**src/rtl/snake_game_ctrl.sv**
```systemverilog
// snake_game_ctrl: paces snake moves from frame ticks, buffers direction, resolves collisions into grow/over, tracks length and score.
module snake_game_ctrl #(
  parameter int FRAMES_PER_MOVE = 8,
  parameter int INIT_LEN = 3,
  parameter int MAX_LEN = 32,
  parameter int SCORE_W = 8
) (
  input  logic                           clk,
  input  logic                           reset,
  input  logic                           start_i,
  input  logic [3:0]                     dir_btn_i,
  input  logic                           frame_tick_i,
  input  logic [1:0]                     collision_i,
  output logic                           move_o,
  output logic [1:0]                     dir_o,
  output logic                           grow_o,
  output logic                           apple_respawn_o,
  output logic [$clog2(MAX_LEN+1)-1:0]   snake_len_o,
  output logic [SCORE_W-1:0]             score_o,
  output logic [1:0]                     game_state_o
);
  localparam int LW = $clog2(MAX_LEN + 1);
  localparam int CW = $clog2(FRAMES_PER_MOVE);
  localparam logic [CW-1:0] LAST = CW'(FRAMES_PER_MOVE - 1);
  localparam logic [LW-1:0] INIT = LW'(INIT_LEN);
  localparam logic [LW-1:0] MAXL = LW'(MAX_LEN);
  typedef enum logic [1:0] {IDLE = 2'b00, PLAY = 2'b01, GROW = 2'b10, OVER = 2'b11} state_t;
  state_t state, state_n;
  logic [CW-1:0] cnt, cnt_n;
  logic apple, apple_n, crash, crash_n;
  logic [1:0] dir, dir_n, pend, pend_n;
  logic [LW-1:0] len, len_n;
  logic [SCORE_W-1:0] score, score_n;
  logic move, move_n, grow, grow_n;
  logic run, restart, evt, apple_c, crash_c, legal;
  logic [1:0] btn_dir;
  assign run = state == PLAY || state == GROW;
  assign restart = (state == IDLE || state == OVER) && start_i;
  assign evt = run && frame_tick_i && cnt == LAST;
  // a collision arriving in the move cycle itself still counts toward that move
  assign apple_c = apple || collision_i == 2'b01;
  assign crash_c = crash || collision_i[1];
  assign btn_dir = dir_btn_i[3] ? 2'b00 : dir_btn_i[2] ? 2'b01 : dir_btn_i[1] ? 2'b10 : 2'b11;
  assign legal = |dir_btn_i && btn_dir != (dir ^ 2'b01);
  always_ff @(posedge clk or posedge reset)
    if (reset) state <= IDLE;
    else state <= state_n;
  always_comb begin
    state_n = state;
    cnt_n = cnt;
    apple_n = apple;
    crash_n = crash;
    dir_n = dir;
    pend_n = pend;
    len_n = len;
    score_n = score;
    move_n = 1'b0;
    grow_n = 1'b0;
    if (restart) begin
      state_n = PLAY;
      cnt_n = '0;
      apple_n = 1'b0;
      crash_n = 1'b0;
      dir_n = 2'b11;
      pend_n = 2'b11;
      len_n = INIT;
      score_n = '0;
    end else if (run) begin
      state_n = PLAY;
      pend_n = legal ? btn_dir : pend;
      cnt_n = frame_tick_i ? (evt ? '0 : cnt + 1'b1) : cnt;
      apple_n = apple_c && !evt;
      crash_n = crash_c && !evt;
      if (evt && crash_c) state_n = OVER;
      else if (evt) begin
        move_n = 1'b1;
        dir_n = pend_n;
        grow_n = apple_c;
        if (apple_c) begin
          state_n = GROW;
          len_n = len == MAXL ? len : len + 1'b1;
          score_n = &score ? score : score + 1'b1;
        end
      end
    end
  end
  always_ff @(posedge clk or posedge reset)
    if (reset) begin
      cnt <= '0;
      apple <= 1'b0;
      crash <= 1'b0;
      dir <= 2'b11;
      pend <= 2'b11;
      len <= INIT;
      score <= '0;
      move <= 1'b0;
      grow <= 1'b0;
    end else begin
      cnt <= cnt_n;
      apple <= apple_n;
      crash <= crash_n;
      dir <= dir_n;
      pend <= pend_n;
      len <= len_n;
      score <= score_n;
      move <= move_n;
      grow <= grow_n;
    end
  assign move_o = move;
  assign grow_o = grow;
  assign apple_respawn_o = grow;
  assign dir_o = dir;
  assign snake_len_o = len;
  assign score_o = score;
  assign game_state_o = state;
endmodule

```
**config.mk**
```make
export PLATFORM = sky130hd
export DESIGN_NAME = snake_game_ctrl
export DESIGN_NICKNAME = d
export VERILOG_FILES = /design/src/rtl/snake_game_ctrl.sv
export SDC_FILE = /design/constraint.sdc
export NUM_CORES = 1
export LEC_CHECK = 0
export BUFFER_PORTS_ARGS = -buffer_cell sky130_fd_sc_hd__buf_2
export CAP_MARGIN = 5
export CORE_MARGIN = 2
export CORE_UTILIZATION = 58
export CTS_BUF_LIST = sky130_fd_sc_hd__clkbuf_8 sky130_fd_sc_hd__clkbuf_16
export CTS_CLUSTER_SIZE = 24
export DETAILED_ROUTE_END_ITERATION = 10
export PLACE_DENSITY = 0.83
export SLEW_MARGIN = 20
export SYNTH_ARGS = -nofsm -noshare
export SYNTH_HDL_FRONTEND = slang
export SYNTH_SLANG_ARGS = --single-unit
```
**constraint.sdc**
```tcl
create_clock -name clk -period 3 [get_ports clk]
set_input_delay 0.6 -clock clk [delete_from_list [all_inputs] [get_ports clk]]
set_output_delay 0.6 -clock clk [all_outputs]
set_load 0.01 [all_outputs]
```
* Word level (Yosys, flattened, before mapping)
Index checks and enable logic that the tools add are counted.
** Word-level totals
- Output and inout port bits :: 21
- Flip-flop bits (word level) :: 27
- Logic and storage cells :: 90
- Input port bits :: 10
** Operators by class
- Reduce and logical (&&, ||, !) cells :: 23
- Bitwise logic cells :: 1
- $add $sub $neg :: 3
- Eq/ne operators :: 10
- Multiplexer cells :: 43
** Operators by type and width (count)
- 8-bit 2-to-1 mux :: 6
- 6-bit 2-to-1 mux :: 6
- 2-bit 2-to-1 mux :: 14
- 1-bit 2-to-1 mux :: 13
- 3-bit 2-to-1 mux :: 4
- 5-bit AND reduction :: 2
- 8-bit by 1-bit adder with 8-bit output (second input constant) :: 1
- 8-bit AND reduction :: 1
- 2-bit nonzero test :: 4
- 1-bit logical AND :: 7
- 6-bit by 1-bit adder with 6-bit output (second input constant) :: 1
- 6-bit == test (second input constant) :: 1
- 2-bit inequality test (second input constant) :: 3
- 2-bit by 1-bit == test with 1-bit output (second input constant) :: 2
- 2-bit == test (second input constant) :: 2
- 1-bit logical OR :: 4
- 4-bit OR reduction :: 1
- 3-bit by 1-bit adder with 3-bit output (second input constant) :: 1
- 3-bit == test (second input constant) :: 1
- 3-bit AND reduction :: 1
- 2-bit logical NOT :: 1
- 2-bit inequality test :: 1
- 2-bit AND reduction :: 1
- 1-bit logical NOT :: 1
- 1-bit inverter :: 1

* Longest topological paths before layout
Gate-level depths: netlist of the first run.
- Depth in word-level cells :: 10
- Mapped depth :: 7
- Depth with buffers taken out :: 7

* Worst setup path after synthesis of the first run
Ideal clock, no wire load.
- Path kind :: input to register
- Start :: input port frame_tick_i
- End :: register len[4] (netlist: snake_len_o[4])
- Required time :: 2.917 ns
- Data arrival time :: 1.778 ns
- Cell stages on the path :: 6
- Setup slack :: 1.139 ns
- Setup time :: 0.083 ns
- Path buffers :: 1
- Path through :: clkbuf_2 > nand2_2 > o31ai_4 > nand2_1 > or3_1 > o21ai_0
** On the way
- Longest elaborated chain between the ends :: 5
- Elaborated cells between the ends (all ways) :: 6
- Those cells by class :: eq/ne (1); reduce/logical (5)
** Ends and longest elaborated chain
- from (decl) :: RTL line 12 : input logic frame_tick_i,
- 1-bit logical AND * (2 in a row) :: RTL line 39 : assign evt = run && frame_tick_i && cnt == LAST;
- 1-bit logical AND :: RTL line 74 : if (evt && crash_c) state_n = OVER;
- 2-bit inequality test (no source line)
- 5-bit AND reduction (no source line) *
- to (signal assigned) :: RTL line 104 : len <= len_n;
- to (decl) :: RTL line 32 : logic [LW-1:0] len, len_n;
Every way passes the cells marked *; elsewhere a longest branch is shown, timed or not.
A chain may end at the register's enable or synchronous reset.

* Final worst setup path of the first run
- Start :: register cnt[0]
- End :: register len[4] (netlist: snake_len_o[4])
** On the way
- Longest elaborated chain between the ends :: 5
- Elaborated cells between the ends (all ways) :: 6
- Those cells by class :: eq/ne (2); reduce/logical (4)
** Ends and longest elaborated chain
- from (decl) :: RTL line 29 : logic [CW-1:0] cnt, cnt_n;
- from (signal assigned) :: RTL line 99 : cnt <= cnt_n;
- 3-bit == test * :: RTL line 39
- 1-bit logical AND * :: RTL line 39
- 1-bit logical AND :: RTL line 74
- 2-bit inequality test (no source line)
- 5-bit AND reduction (no source line) *
Marks and branches as above.

==> impl_metrics.env, run 1 <==
export IMPL_power_density_mw_per_mm2=741
export IMPL_crit_path_end="snake_len_o[4]"
export IMPL_fin_area_sq_mm=0.00177
export IMPL_clockBufferDepth=2
export IMPL_grt_pass1_vias=1256
export IMPL_initial_utilization=0.620
export IMPL_syn_inst=162
export IMPL_preCtsSetupSlack_ns=0.934
export IMPL_area_growth_pct=13.4
export IMPL_reg2reg_from="cnt[0]"
export IMPL_dieWidth_um=55.9
export IMPL_synth_top_cell_area_share=0.336
export IMPL_design_die_area_sq_mm=0.00313
export IMPL_worst_clock_skew_ns=0.00233
export IMPL_fin_crit_sh=0.701
export IMPL_cts_buffers=3
export IMPL_tns_ns=0
export IMPL_cts_sinks=27
export IMPL_rsz0062_at_grt="no"
export IMPL_ant_nets=0
export IMPL_slowest_stage="dfrtp_1"
export IMPL_p_leak_nw=0.788
export IMPL_wl_met3_um=139
export IMPL_vias=1357
export IMPL_vdd_ir_drop_max_mv=0.534
export IMPL_critPathKind="reg2reg"
export IMPL_overflow=0
export IMPL_grt_util_all_layers=0.219
export IMPL_cp_cell_sequence="ha_1 -> ha_1 -> nand2_2 -> o31ai_4 -> nand2_1 -> or3_1 -> o21ai_0"
export IMPL_path_clk_slew_ns=0.09
export IMPL_place_congestion=0.819
export IMPL_postCtsSetupBuffers=0
export IMPL_rrSetupSlack_ns=0.90
export IMPL_die_h_um=55.9
export IMPL_rows=18
export IMPL_placed_area_sq_mm=0.00173
export IMPL_antenna_cells=0
export IMPL_drt_first_iter_violations=55
export IMPL_ys_types=50
export IMPL_cp_required_ns=3.19
export IMPL_crit_arrival_ns=2.30
export IMPL_hpwl_mm=2.43
export IMPL_port_buffers=30
export IMPL_clk_latency_ns=0.27
export IMPL_synth_common_cells="dfrtp_1, nor2_1, nand2_1, inv_1, o21ai_0"
export IMPL_synth_area_leaders="dfrtp_1, dfstp_2, nor2_1, ha_1, o21ai_0"
export IMPL_reg2regPathDepth=7
export IMPL_setup_ws_ns=0.896
export IMPL_coreArea_sq_mm=0.00252
export IMPL_routed_via_density=6.09
export IMPL_synthFlopType="dfrtp_1"
export IMPL_max_stage_delay_ns=0.38
export IMPL_routed_top_layer="met4"
export IMPL_drive_gt1_frac=0.264
export IMPL_grt_pass1_wl_mm=5.50
export IMPL_yosysMostFrequentCell="dfrtp_1"
export IMPL_cts_tree="built"
export IMPL_syn_avg_cell_area_sq_um=9.65
export IMPL_wl_per_cell_um=14.4
export IMPL_cpMostUsedCell="ha_1"
export IMPL_start_kind="register"
export IMPL_outcome="finished clean"
export IMPL_dr_pass1_iters=4
export IMPL_wl_mm=3.22
export IMPL_cts_root_buf="clkbuf_8"
export IMPL_synth_warnings=0
export IMPL_cts_hold_buf=0
export IMPL_yosysSeqAreaShare=0.437
export IMPL_timing_hold_ws_ns=0.365
export IMPL_regToRegEndpoint="snake_len_o[4]"
export IMPL_fillers=203
export IMPL_hold_viol_final=0
export IMPL_worst_pin_slew_ns=0.687
export IMPL_yosysTopAreaCell="dfrtp_1"
export IMPL_hold_path_class="in2async"
export IMPL_drc=0
export IMPL_synth_edf_count=0
export IMPL_pin_count=31
export IMPL_ctsResizeCount=0
export IMPL_drv_cap=0
export IMPL_grt_max_degree=28
export IMPL_fmax_mhz=475
export IMPL_m1WireLength_mm=1.55
export IMPL_syn_num_nets=177
export IMPL_htreeDepth=1
export IMPL_dr_wl_met2_mm=1.49
export IMPL_path_max_fanout=10
export IMPL_setup_viol=0
export IMPL_synth_seq_cells=27
export IMPL_cp_end_kind="register"
export IMPL_relSlewSlack=0.530
export IMPL_drv_slew=0
export IMPL_crit_path_start="cnt[0]"
export IMPL_fin_nets=209
export IMPL_netlist_area_sq_mm=0.00156
export IMPL_antenna_found_initial=0
export IMPL_synthArstFlopShare=1.00
export IMPL_min_period_ns=2.10
==> critical path: cells and delay by family, from the launching register on <==
family	cells	cell delay [ns]
compound gates	2	0.45
fa+ha+maj	2	0.45
flops	1	0.38
simple gates	3	0.75
==> final cells by class <==
type	count	area [sq um]	share of cell area
tap	30	37.5	0.0212
clock inverter	1	3.75	0.00212
inverter	10	37.5	0.0212
timing repair buffer	30	150	0.0847
clock buffer	3	41.3	0.0233
multi-input combinational	122	820	0.462
sequential	27	683	0.385
==> report_power, final <==
part           internal (W)  leakage, nW  total (W)  switching, W
Combinational      0.000237        0.434   0.000508      0.000271
Clock             0.0000918       0.0269   0.000199      0.000107
Sequential         0.000493        0.327   0.000606      0.000113
Total              0.000822        0.788    0.00131      0.000491
==> stage by stage <==
stage | utilization | power, W | cells
finish | 0.703 | 0.00131 | 223
global route | 0.703 | 0.00141 | 223
CTS | 0.703 | 0.00132 | 223
detailed placement | 0.685 | 0.00112 | 219
global placement | 0.685 | 0.00109 | 219
floorplan | - | 0.000959 | 162
==> worst min path at each step <==
stage / to / slack, ns / depth (start not counted)
2_1_floorplan: cnt[1] / 0.47 / 1
3_3_place_gp: pend[0] / 0.49 / 2
3_5_place_dp: pend[1] / 0.50 / 1
4_1_cts: pend[1] / 0.51 / 1
5_1_grt: score_o[6] / 0.42 / 2
6_report: score_o[6] / 0.36 / 2
==> registers in the layout (all words and copies together), names as in the netlist <==
signal and flops:
pend 2, cnt 3, snake_len_o 6, crash 1
move_o 1, apple_respawn_o 1, score_o 8, apple 1
game_state_o 2, dir_o 2
==> logic make-up (layout without fill, tap and decap cells) <==
| logic type | Yosys count | after routing | synth area share |
|---|---|---|---|
| compound gates | 50 | 50 | 0.249 |
| mux | 2 | 2 | 0.0144 |
| xor+xnor | 4 | 4 | 0.0272 |
| fa+ha+maj | 5 | 5 | 0.0400 |
| simple gates | 61 | 61 | 0.194 |
| flops | 27 | 27 | 0.437 |
| buf+inv | 13 | 44 | 0.0392 |
==> cells in the final DEF (no fill, tap or decap), types with 3 or more instances in the layout <==
cell type  count
buf_2         30
dfrtp_1       21
nor2_1        17
nand2_1       12
o21ai_0       10
inv_1         10
dfstp_2        6
nor3_1         5
nand2b_1       5
ha_1           5
and2_1         4
a21oi_1        4
a31oi_1        4
nand3_1        3
xnor2_1        3
a32o_1         3
nor4_1         3
a22o_1         3
clkbuf_8       3
==> metal layers <==
| metal | global-route usage | vias to the layer above |
|---|---|---|
| li1 | - | 664 |
| met1 | 0.299 | 645 |
| met2 | 0.352 | 43 |
| met3 | 0.0302 | 5 |
| met4 | 0.0884 | 0 |
| met5 | 0 | - |
(Power assumes the default switching activity.)
==> inputs of run 2 (changes only) <==
Settings changed: CORE_UTILIZATION 58 to 49, PLACE_DENSITY 0.83 to 0.75.
Clock period 3 ns to 1.7 ns, I/O delays scaled along.
==> impl_metrics.env, run 2 (same netlist as run 1, synthesis figures left out) <==
export IMPL_cts_root_buf="clkbuf_8"
export IMPL_initial_utilization=0.512
export IMPL_cts_tree="built"
export IMPL_drc=0
export IMPL_hold_path_class="in2async"
export IMPL_wl_met3_um=199
export IMPL_place_congestion=0.822
export IMPL_critPathKind="reg2reg"
export IMPL_port_buffers=30
export IMPL_m1WireLength_mm=1.68
export IMPL_area_growth_pct=39.9
export IMPL_cts_buffers=3
export IMPL_largest_register_ffs=8
export IMPL_overflow=0
export IMPL_drv_cap=0
export IMPL_rsz0062_at_grt="yes"
export IMPL_cts_sinks=27
export IMPL_dr_wl_met2_mm=2.25
export IMPL_path_clk_slew_ns=0.10
export IMPL_die_h_um=60.5
export IMPL_drive_gt1_frac=0.459
export IMPL_dr_pass1_iters=4
export IMPL_fin_area_sq_mm=0.00219
export IMPL_worst_clock_skew_ns=0.00956
export IMPL_antenna_found_initial=0
export IMPL_cp_required_ns=1.91
export IMPL_rows=20
export IMPL_ant_nets=0
export IMPL_clockBufferDepth=2
export IMPL_min_period_ns=1.72
export IMPL_drv_slew=0
export IMPL_grt_max_degree=28
export IMPL_grt_util_all_layers=0.211
export IMPL_cp_end_kind="register"
export IMPL_antenna_cells=0
export IMPL_htreeDepth=1
export IMPL_hold_viol_final=0
export IMPL_tns_ns=-0.0422
export IMPL_vdd_ir_drop_max_mv=0.727
export IMPL_grt_pass1_wl_mm=5.87
export IMPL_path_max_fanout=3
export IMPL_setup_ws_ns=-0.0232
export IMPL_pin_count=31
export IMPL_design_die_area_sq_mm=0.00366
export IMPL_dieWidth_um=60.5
export IMPL_routed_top_layer="met4"
export IMPL_wl_mm=4.18
export IMPL_clk_latency_ns=0.28
export IMPL_p_leak_nw=0.973
export IMPL_violations="negative setup slack"
export IMPL_timing_hold_ws_ns=0.101
export IMPL_placed_area_sq_mm=0.00194
export IMPL_start_kind="register"
export IMPL_fmax_mhz=580
export IMPL_worst_pin_slew_ns=0.357
export IMPL_fin_nets=238
export IMPL_preCtsSetupSlack_ns=-0.0161
export IMPL_outcome="finished, violations left"
export IMPL_fin_crit_sh=1.01
export IMPL_wl_per_cell_um=15.7
export IMPL_vias=1528
export IMPL_hpwl_mm=2.85
export IMPL_relSlewSlack=0.756
export IMPL_power_density_mw_per_mm2=1260
export IMPL_routed_via_density=5.74
export IMPL_crit_arrival_ns=1.93
export IMPL_coreArea_sq_mm=0.00305
export IMPL_setup_viol=3
export IMPL_drt_first_iter_violations=69
export IMPL_final_cell_mix="buf_2, buf_4, dfrtp_1"
export IMPL_grt_pass1_vias=1403
export IMPL_mostFrequentLayoutCell="buf_2"
[run 2: cell count changes in the layout (fill, tap and decap cells not counted), sizes merged]
cell,before,now
buf,30,59
clkinv,0,1
inv,11,10
[run 2: final timing paths]
| check | from | end | slack [ns] | cells after the start |
|---|---|---|---|---|
| worst max-delay path | game_state_o[1] | snake_len_o[4] | -0.02 | 7 |
| worst min-delay path | reset | score_o[6] | 0.10 | 3 |
| worst max register to register | game_state_o[1] | snake_len_o[4] | -0.02 | 7 |
| worst min register to register | pend[0] | pend[0] | 0.50 | 2 |
| max in group asynchronous | reset | snake_len_o[0] | 1.28 | 3 |
| min in group clk | start_i | game_state_o[0] | 0.40 | 3 |
[run 2: per-layer routing]
metal  up-vias  GRT usage
met1       737      0.251
met3        11     0.0277
met2        59      0.393
li1        721          -
met4         0     0.0714
met5         -          0
[run 2: where the power goes]
group / internal, W / switching, W
logic: 0.000679 / 0.000616
registers: 0.000870 / 0.000223
clock network: 0.000164 / 0.000205
total: 0.00171 / 0.00104
[run 2: final cells by class]
| cell class | count | area, sq um |
|---|---|---|
| clock buffer | 3 | 41.3 |
| inverter | 10 | 37.5 |
| timing repair buffer | 59 | 390 |
| sequential | 27 | 686 |
| tap | 44 | 55.1 |
| fill | 232 | 865 |
| clock inverter | 1 | 5.00 |
| multi-input combinational | 122 | 973 |
[run 2: worst max-delay path: stages, from the launching register on]
cell and delay, ns:
dfrtp_2 0.47, xor2_2 0.22, buf_4 0.15, buf_6 0.11
o21a_4 0.15, nand4_1 0.13, or3_1 0.34, o21ai_1 0.09
[run 2: timing repair]
action                     in CTS  in global routing
resized for setup               3                 28
hold buffers                    0                  0
setup buffers                   1                  8
pin swaps                       0                 16
setup endpoints to repair       5                 12
[run 2: stage by stage]
stage / total power [W] / util / instances
after floorplan: 0.00173 / - / 162
after global placement: 0.00210 / 0.636 / 254
after detailed placement: 0.00218 / 0.636 / 254
after CTS: 0.00256 / 0.658 / 259
after global routing: 0.00293 / 0.717 / 266
final: 0.00276 / 0.717 / 266
